<file path="src/rtl/mips_multicycle_ctrl_if.sv">
// mips_multicycle_ctrl_if: IR fields and status in, datapath enables/selects out
interface mips_multicycle_ctrl_if;
  logic [5:0] opcode, funct;
  logic zero, mem_ready;
  logic pc_write, ir_write, iord, mem_read, mem_write, reg_write, reg_dst, mem_to_reg;
  logic [1:0] alusrc, pc_src;
  logic alu_a_pc;
  logic [5:0] alu_op;
  logic fault;
  logic [31:0] retired;
  modport master(
    input opcode, funct, zero, mem_ready,
    output pc_write, ir_write, iord, mem_read, mem_write, reg_write, reg_dst, mem_to_reg,
    output alusrc, alu_a_pc, pc_src, alu_op, fault, retired
  );
  modport slave(
    output opcode, funct, zero, mem_ready,
    input pc_write, ir_write, iord, mem_read, mem_write, reg_write, reg_dst, mem_to_reg,
    input alusrc, alu_a_pc, pc_src, alu_op, fault, retired
  );
endinterface

</file>
<file path="src/rtl/mips_multicycle_ctrl.sv">
// mips_multicycle_ctrl: multicycle MIPS control FSM with memory-wait timeout and retire count
module mips_multicycle_ctrl #(
  parameter int WAIT_LIMIT = 16
) (
  input logic clk,
  input logic reset,
  mips_multicycle_ctrl_if.master bus
);
  localparam int CW = $clog2(WAIT_LIMIT + 1);
  localparam logic [CW-1:0] LIM = CW'(WAIT_LIMIT - 1);
  localparam logic [5:0] OP_ADD = 6'b100000, OP_SUB = 6'b100010;
  typedef enum logic [3:0] {
    FETCH, DECODE, MEMADR, MEMRD, MEMWB, MEMWR, RTEXE, RTWB, ADDIEX, ADDIWB, BEQ, JMP, FAULT
  } state_t;
  state_t r_state, w_next;
  logic [CW-1:0] r_cnt;
  logic [31:0] r_retired;
  logic w_wait, w_timeout, w_funct_ok, w_retire;
  assign w_funct_ok = bus.funct inside {6'b100000, 6'b100010, 6'b100100, 6'b100101, 6'b100111, 6'b101010};
  assign w_wait = r_state inside {FETCH, MEMRD, MEMWR};
  assign w_timeout = w_wait && !bus.mem_ready && r_cnt == LIM;
  assign w_retire = w_next == FETCH && r_state inside {RTWB, MEMWB, MEMWR, ADDIWB, BEQ, JMP};
  always_comb begin
    w_next = r_state;
    unique case (r_state)
      FETCH:  w_next = bus.mem_ready ? DECODE : FETCH;
      DECODE: w_next = bus.opcode == 6'b000000 ? RTEXE :
                       (bus.opcode == 6'b100011 || bus.opcode == 6'b101011) ? MEMADR :
                       bus.opcode == 6'b001000 ? ADDIEX :
                       bus.opcode == 6'b000100 ? BEQ :
                       bus.opcode == 6'b000010 ? JMP : FAULT;
      MEMADR: w_next = bus.opcode == 6'b101011 ? MEMWR : MEMRD;
      MEMRD:  w_next = bus.mem_ready ? MEMWB : MEMRD;
      MEMWR:  w_next = bus.mem_ready ? FETCH : MEMWR;
      RTEXE:  w_next = w_funct_ok ? RTWB : FAULT;
      ADDIEX: w_next = ADDIWB;
      MEMWB, RTWB, ADDIWB, BEQ, JMP: w_next = FETCH;
      default: w_next = FAULT;
    endcase
    if (w_timeout) w_next = FAULT;
  end
  always_ff @(posedge clk) begin
    if (reset) begin
      r_state <= FETCH;
      r_cnt <= '0;
      r_retired <= '0;
    end else begin
      r_state <= w_next;
      r_cnt <= (w_next != r_state) ? '0 : (w_wait && !bus.mem_ready) ? r_cnt + CW'(1) : r_cnt;
      r_retired <= w_retire ? r_retired + 32'd1 : r_retired;
    end
  end
  // enables and requests are held low while reset is asserted
  assign bus.pc_write = !reset && (r_state == FETCH ? bus.mem_ready : r_state == BEQ ? bus.zero : r_state == JMP);
  assign bus.ir_write = !reset && r_state == FETCH && bus.mem_ready;
  assign bus.mem_read = !reset && r_state inside {FETCH, MEMRD};
  assign bus.mem_write = !reset && r_state == MEMWR;
  assign bus.reg_write = !reset && r_state inside {RTWB, MEMWB, ADDIWB};
  assign bus.iord = r_state inside {MEMRD, MEMWR};
  assign bus.reg_dst = r_state == RTWB;
  assign bus.mem_to_reg = r_state == MEMWB;
  assign bus.alusrc = r_state == FETCH ? 2'd1 : r_state == DECODE ? 2'd3 :
                      r_state inside {MEMADR, ADDIEX} ? 2'd2 : 2'd0;
  assign bus.alu_a_pc = r_state inside {FETCH, DECODE};
  assign bus.pc_src = r_state == BEQ ? 2'd1 : r_state == JMP ? 2'd2 : 2'd0;
  assign bus.alu_op = r_state inside {FETCH, DECODE, MEMADR, ADDIEX} ? OP_ADD :
                      r_state == BEQ ? OP_SUB :
                      (r_state == RTEXE && w_funct_ok) ? bus.funct : 6'd0;
  assign bus.fault = r_state == FAULT;
  assign bus.retired = r_retired;
endmodule
</file>
<file path="src/flat_wrapper.sv">
// flat-port wrapper written by rule: the top's interface ports become plain ports
module mips_multicycle_ctrl_flat 
#(
  parameter int WAIT_LIMIT = 16
)
  (clk, reset, bus_opcode, bus_funct, bus_zero, bus_mem_ready, bus_pc_write, bus_ir_write, bus_iord, bus_mem_read, bus_mem_write, bus_reg_write, bus_reg_dst, bus_mem_to_reg, bus_alusrc, bus_alu_a_pc, bus_pc_src, bus_alu_op, bus_fault, bus_retired);
  mips_multicycle_ctrl_if bus_i ();
  input logic clk;
  input logic reset;
  input wire logic [$bits(bus_i.opcode)-1:0] bus_opcode;
  input wire logic [$bits(bus_i.funct)-1:0] bus_funct;
  input wire logic [$bits(bus_i.zero)-1:0] bus_zero;
  input wire logic [$bits(bus_i.mem_ready)-1:0] bus_mem_ready;
  output wire logic [$bits(bus_i.pc_write)-1:0] bus_pc_write;
  output wire logic [$bits(bus_i.ir_write)-1:0] bus_ir_write;
  output wire logic [$bits(bus_i.iord)-1:0] bus_iord;
  output wire logic [$bits(bus_i.mem_read)-1:0] bus_mem_read;
  output wire logic [$bits(bus_i.mem_write)-1:0] bus_mem_write;
  output wire logic [$bits(bus_i.reg_write)-1:0] bus_reg_write;
  output wire logic [$bits(bus_i.reg_dst)-1:0] bus_reg_dst;
  output wire logic [$bits(bus_i.mem_to_reg)-1:0] bus_mem_to_reg;
  output wire logic [$bits(bus_i.alusrc)-1:0] bus_alusrc;
  output wire logic [$bits(bus_i.alu_a_pc)-1:0] bus_alu_a_pc;
  output wire logic [$bits(bus_i.pc_src)-1:0] bus_pc_src;
  output wire logic [$bits(bus_i.alu_op)-1:0] bus_alu_op;
  output wire logic [$bits(bus_i.fault)-1:0] bus_fault;
  output wire logic [$bits(bus_i.retired)-1:0] bus_retired;
  assign bus_i.opcode = bus_opcode;
  assign bus_i.funct = bus_funct;
  assign bus_i.zero = bus_zero;
  assign bus_i.mem_ready = bus_mem_ready;
  assign bus_pc_write = bus_i.pc_write;
  assign bus_ir_write = bus_i.ir_write;
  assign bus_iord = bus_i.iord;
  assign bus_mem_read = bus_i.mem_read;
  assign bus_mem_write = bus_i.mem_write;
  assign bus_reg_write = bus_i.reg_write;
  assign bus_reg_dst = bus_i.reg_dst;
  assign bus_mem_to_reg = bus_i.mem_to_reg;
  assign bus_alusrc = bus_i.alusrc;
  assign bus_alu_a_pc = bus_i.alu_a_pc;
  assign bus_pc_src = bus_i.pc_src;
  assign bus_alu_op = bus_i.alu_op;
  assign bus_fault = bus_i.fault;
  assign bus_retired = bus_i.retired;
  mips_multicycle_ctrl #(.WAIT_LIMIT(WAIT_LIMIT)) u_core (.clk(clk), .reset(reset), .bus(bus_i));
endmodule
</file>
<file path="config.mk">
export PLATFORM = sky130hd
export DESIGN_NAME = mips_multicycle_ctrl_flat
export DESIGN_NICKNAME = d
export VERILOG_FILES = /design/src/rtl/mips_multicycle_ctrl_if.sv /design/src/rtl/mips_multicycle_ctrl.sv /design/src/flat_wrapper.sv
export SDC_FILE = /design/constraint.sdc
export NUM_CORES = 1
export LEC_CHECK = 0
export CAP_MARGIN = 20
export CORE_MARGIN = 2
export CORE_UTILIZATION = 53
export CTS_BUF_LIST = sky130_fd_sc_hd__clkbuf_16
export CTS_CLUSTER_SIZE = 40
export DETAILED_ROUTE_END_ITERATION = 10
export HOLD_SLACK_MARGIN = 0.03
export PLACE_DENSITY = 0.83
export SLEW_MARGIN = 25
export SYNTH_ARGS = -nofsm -noshare
export SYNTH_HDL_FRONTEND = slang
export SYNTH_SLANG_ARGS = --single-unit
</file>
<file path="constraint.sdc">
create_clock -name clk -period 7.05 [get_ports clk]
set_input_delay 1.41 -clock clk [delete_from_list [all_inputs] [get_ports clk]]
set_output_delay 1.41 -clock clk [all_outputs]
set_load 0.05 [all_outputs]
</file>
After elaboration in Yosys (flattened, before gate mapping):

Cells that the tools add are included.

* add/subtract/negate cells: 2
* equal/unequal tests: 25
* mux-type cells: 22
* reductions and logical operators: 27

Operator list (number)
* $eq A6 B6 Y1 const B: 8
* $add A32 B1 Y32 const B: 1
* $pmux W4 S8: 1
* $mux W4: 6
* $eq A4 B4 Y1 const B: 5
* $mux W6: 3
* $eq A4 B3 Y1 const B: 4
* $mux W3: 4
* $reduce_bool A6 Y1: 2
* $logic_and A1 B1 Y1: 10
* $mux W2: 5
* $eq A4 B2 Y1 const B: 2
* $logic_not A4 Y1: 2
* $reduce_bool A2 Y1: 4
* $eq A6 B2 Y1 const B: 1
* $eq A6 B3 Y1 const B: 1
* $eq A6 B4 Y1 const B: 1
* $logic_not A6 Y1: 1
* $reduce_bool A3 Y1: 2
* $add A5 B1 Y5 const B: 1
* $eq A5 B4 Y1 const B: 1
* $reduce_or A5 Y1: 1
* $eq A4 B1 Y1 const B: 1
* $ne A4 B4 Y1: 1
* other kinds (5): 8

* register bits after elaboration: 41
* output and inout port bits: 52
* word-level logic and storage cells: 79

Longest topological paths before layout:

* depth after elaboration: 10
* mapped depth: 10
* mapped depth without buffers: 9

Least setup slack after synthesis:

Ideal clock, no wire load.

* path type: in2out
* from: input reset
* to: output bus_mem_read
* data arrival time: 3.339 ns
* required time: 5.640 ns
* slack: 2.301 ns
* stages on the path: 3
* path buffers: 2
* cell sequence: clkbuf_1 > clkbuf_1 > nor4bb_1

* longest elaborated chain between the ends: 2

Ends and longest elaborated chain
* from (decl): RTL line flat_wrapper.sv:9 `input logic reset;`
* $logic_not A1 Y1: RTL line mips_multicycle_ctrl.sv:56 `assign bus.mem_read = !reset && r_state inside {FETCH, MEMRD};`
* $logic_and A1 B1 Y1: RTL line mips_multicycle_ctrl.sv:56
* to (decl): RTL line flat_wrapper.sv:17 `output wire logic [$bits(bus_i.mem_read)-1:0] bus_mem_read;`

No other way between the ends.

Worst setup path after layout:

* from: input bus_funct[5]
* to: output bus_alu_op[0]

* longest elaborated chain between the ends: 6
* elaborated cells on any way between the ends: 11

Ends and longest elaborated chain
* from (decl): RTL line flat_wrapper.sv:11 `input wire logic [$bits(bus_i.funct)-1:0] bus_funct;`
* $eq A6 B6 Y1: RTL line mips_multicycle_ctrl.sv:19 `assign w_funct_ok = bus.funct inside {6'b100000, 6'b100010, 6'b100100, 6'b100101, 6'b100111, 6'b101010};`
* $reduce_bool A6 Y1 (*): RTL line mips_multicycle_ctrl.sv:19
* $logic_and A1 B1 Y1 (*): RTL line mips_multicycle_ctrl.sv:68 `(r_state == RTEXE && w_funct_ok) ? bus.funct : 6'd0;`
* $mux W6 (*): RTL line mips_multicycle_ctrl.sv:68
* $mux W6 (*): RTL line mips_multicycle_ctrl.sv:67 `r_state == BEQ ? OP_SUB :`
* $mux W6 (*): RTL line mips_multicycle_ctrl.sv:66 `assign bus.alu_op = r_state inside {FETCH, DECODE, MEMADR, ADDIEX} ? OP_ADD :`
* to (decl): RTL line flat_wrapper.sv:25 `output wire logic [$bits(bus_i.alu_op)-1:0] bus_alu_op;`

Every way passes the cells marked *; elsewhere a longest branch is shown, timed or not.

==> results.cfg <==
[sta]
slew_headroom_pct = 34.83
setup_viol_count_final = 0
post-route-min-period_ns = 5.554
drv_slew = 0
rsz0062_at_grt = no
tns_ns = 0
max_clock_freq_mhz = 180.1
post-route-period-util_pct = 78.77
clock_skew_ns = 0.003819
tightestPinTransition_ns = 0.9723
hold_viol = 0

[cells_and_area]
fin_cells = 460
syn2layout_area_growth_pct = 30.52
drive_gt1_share_pct = 4.580
fin_nets = 411
n_antenna_cell = 0
multiInputGateArea_sq_um = 1680
seq_area_sq_um = 820.8
num-fill-cells = 396

[floorplan]
fp-row-count = 25
coreArea_sq_um = 4786
ioPinCount = 68
initial_core_util_pct = 55.35
die_area_sq_um = 5579
die_w_microns = 74.70
die_h_microns = 74.70

[logic_synthesis]
synth_top_family_by_area = simple AND/OR/NAND/NOR gates
yosysMostFrequentCell = dfxtp_1
yosysTopAreaCell = dfxtp_1
netlist_area_sq_um = 2649
synth-adder-area-share_pct = 1.417
synth_nets = 360
yosys.area_share.simple_pct = 36.51
ys_ff_latch = 41
ys_types = 58
ys_top_cells_by_area = dfxtp_1 (31%), xnor2_1 (6.3%), nor2_1 (5.1%), nor4_1 (4.0%), a21oi_1 (4.0%)
synth_flop_cell = dfxtp_1
synth.avg_cell_area_sq_um = 7.768
synth-compound-area-share_pct = 12.56
synthCells = 341
ys_seq_area_share_pct = 30.99
yosysTopAreaCellShare_pct = 30.99
synth_mux_area_share_pct = 4.346
synthXorXnorAreaFrac_pct = 8.266
yosys_warnings = 0
synth_edf_count = 0
synthArstFlopShare_pct = 0
synth_common_cells = dfxtp_1 (41), nor2_1 (36), a21oi_1 (21)

[clock_network]
root_buffer = clkbuf_16
post_cts_buffers = 0
clkSlewWorstSetupHoldPaths_ns = 0.06
clk_latency_ns = 0.28
clock-sinks = 41
htreeDepth = 2
numCtsBuffers = 5
postCtsHoldBufs = 0
cts_resized = 0
clockBufferDepth = 2
cts_tree = built

[grt]
grt_pass1_vias = 2386
grt_use_total_pct = 25.55
overflow = 0
antenna_found_initial = 0
grt_pass1_wl_microns = 11250
grt_max_degree = 46

[critical_path]
crit_path_max_incr_delay_ns = 0.80
worst_setup_path_end_kind = output port
slowest_stage = clkdlybuf4s50_1
crit_top_cell = clkdlybuf4s50_1
ff2ff_setup_slack_ns = 3.89
worstSetupPathType = input pin to output port
crit_path_start_kind = input pin
cp.arrival_ns = 4.14
critPathMaxFanout = 18
crit_required_ns = 5.64
crit_chain = clkdlybuf4s50_1 > nor4bb_1 > a22oi_1 > nor3_2 > and2_1 > clkdlybuf4s50_1

[placement]
port_buffers = 66
place.gp.congestion = 0.8578
numPlacedInstances = 452
dp.final_hpwl_microns = 4762

[flow_run]
drv_cap = 0

[routing]
wire_per_inst_microns = 14.80
vias = 2722
drtIter0Drc = 179
ant_nets = 0
routed_wl_microns = 6806
vias_per_cell = 5.917
drcViolationCount = 0
drt_first_pass_iters = 4

[worst_hold_path]
hold_class = flop to flop

[power_and_ir_drop]
ir_drop_mv = 0.1142
leakage_nw = 1.133
powerDensity_nw_per_um2 = 187.9

[status]
outcome = completed
-- power breakdown --
group          internal [mW]  total [mW]  switching (mW)
combinational         0.0517       0.143          0.0909
clock                  0.165       0.256          0.0919
sequential             0.236       0.250          0.0140
total                  0.453       0.649           0.197
-- final timing paths --
path,start,to,cells past startpoint
worst min-delay path,u_core.bus.retired[17],u_core.bus.retired[17],2
worst min register to register,u_core.bus.retired[17],u_core.bus.retired[17],2
worst max register to register,u_core.r_state[0],u_core.bus.retired[22],6
worst max-delay path,bus_funct[5],bus_alu_op[0],6
-- placed cells by master, fill, tap and decap left out, types with 7 or more instances in the layout --
| master | n |
|---|---|
| nor2_1 | 36 |
| nor4_1 | 17 |
| nand3_1 | 16 |
| inv_1 | 7 |
| o21ai_0 | 8 |
| nor3_1 | 17 |
| nand2_1 | 19 |
| a21oi_1 | 21 |
| xnor2_1 | 19 |
| and3_1 | 7 |
| clkdlybuf4s50_1 | 66 |
| mux2i_1 | 7 |
| nand4_1 | 13 |
| dfxtp_1 | 41 |
| or3_1 | 8 |
-- layer usage --
| layer | vias to the layer above | track usage, % | wire length (microns) |
|---|---|---|---|
| met1 | 1287 | 36.55 | 3188 |
| met3 | 10 | 4.685 | 339 |
| met4 | 0 | 4.563 | 70 |
| li1 | 1347 | - | - |
| met2 | 78 | 41.00 | 3207 |
| met5 | - | 0 | 0 |
-- worst max-delay path: cells and delay by family --
kind                   cells  cell delay, ns
AOI/OAI and AO/OA          1            0.18
buffers and inverters      2            1.27
and+or+nand+nor            3            1.28
-- sequential cells by signal (all words and copies together), names as in the netlist --
name / flops
u_core.r_cnt: 5
u_core.r_state: 4
u_core.bus.retired: 32
-- area by class of cell --
type	count	share of cell area, %
Clock buffer	5	3.619
Clock inverter	3	1.086
Inverter	7	0.7600
Multi-Input combinational cell	268	48.61
Sequential cell	41	23.74
Tap cell	67	2.425
Timing Repair Buffer	69	19.76
-- cell families (layout without fill, tap and decap cells) --
| logic type | count (synthesis) | count (layout) |
|---|---|---|
| AOI/OAI and AO/OA | 53 | 53 |
| xor gates and xnor gates | 25 | 25 |
| adders and majority gates | 3 | 3 |
| buffers and inverters | 32 | 84 |
| DFF | 41 | 41 |
| muxes | 11 | 11 |
| other | 1 | 1 |
| and+or+nand+nor | 175 | 175 |
-- stage by stage --
stage / setup slack [ns] / total power, mW / area [sq um] / util, % / hold slack (ns)
finish: 1.497 / 0.6494 / 3457 / 72.24 / 0.4914
floorplan: 2.301 / 0.3559 / 2649 / - / 0.5160
global placement: 1.602 / 0.3928 / 3294 / 68.84 / 0.4665
detailed placement: 1.515 / 0.3961 / 3294 / 68.84 / 0.4861
CTS: 1.505 / 0.6500 / 3457 / 72.24 / 0.4942
global route: 1.306 / 0.6747 / 3457 / 72.24 / 0.5224
(Power assumes the default switching activity.)
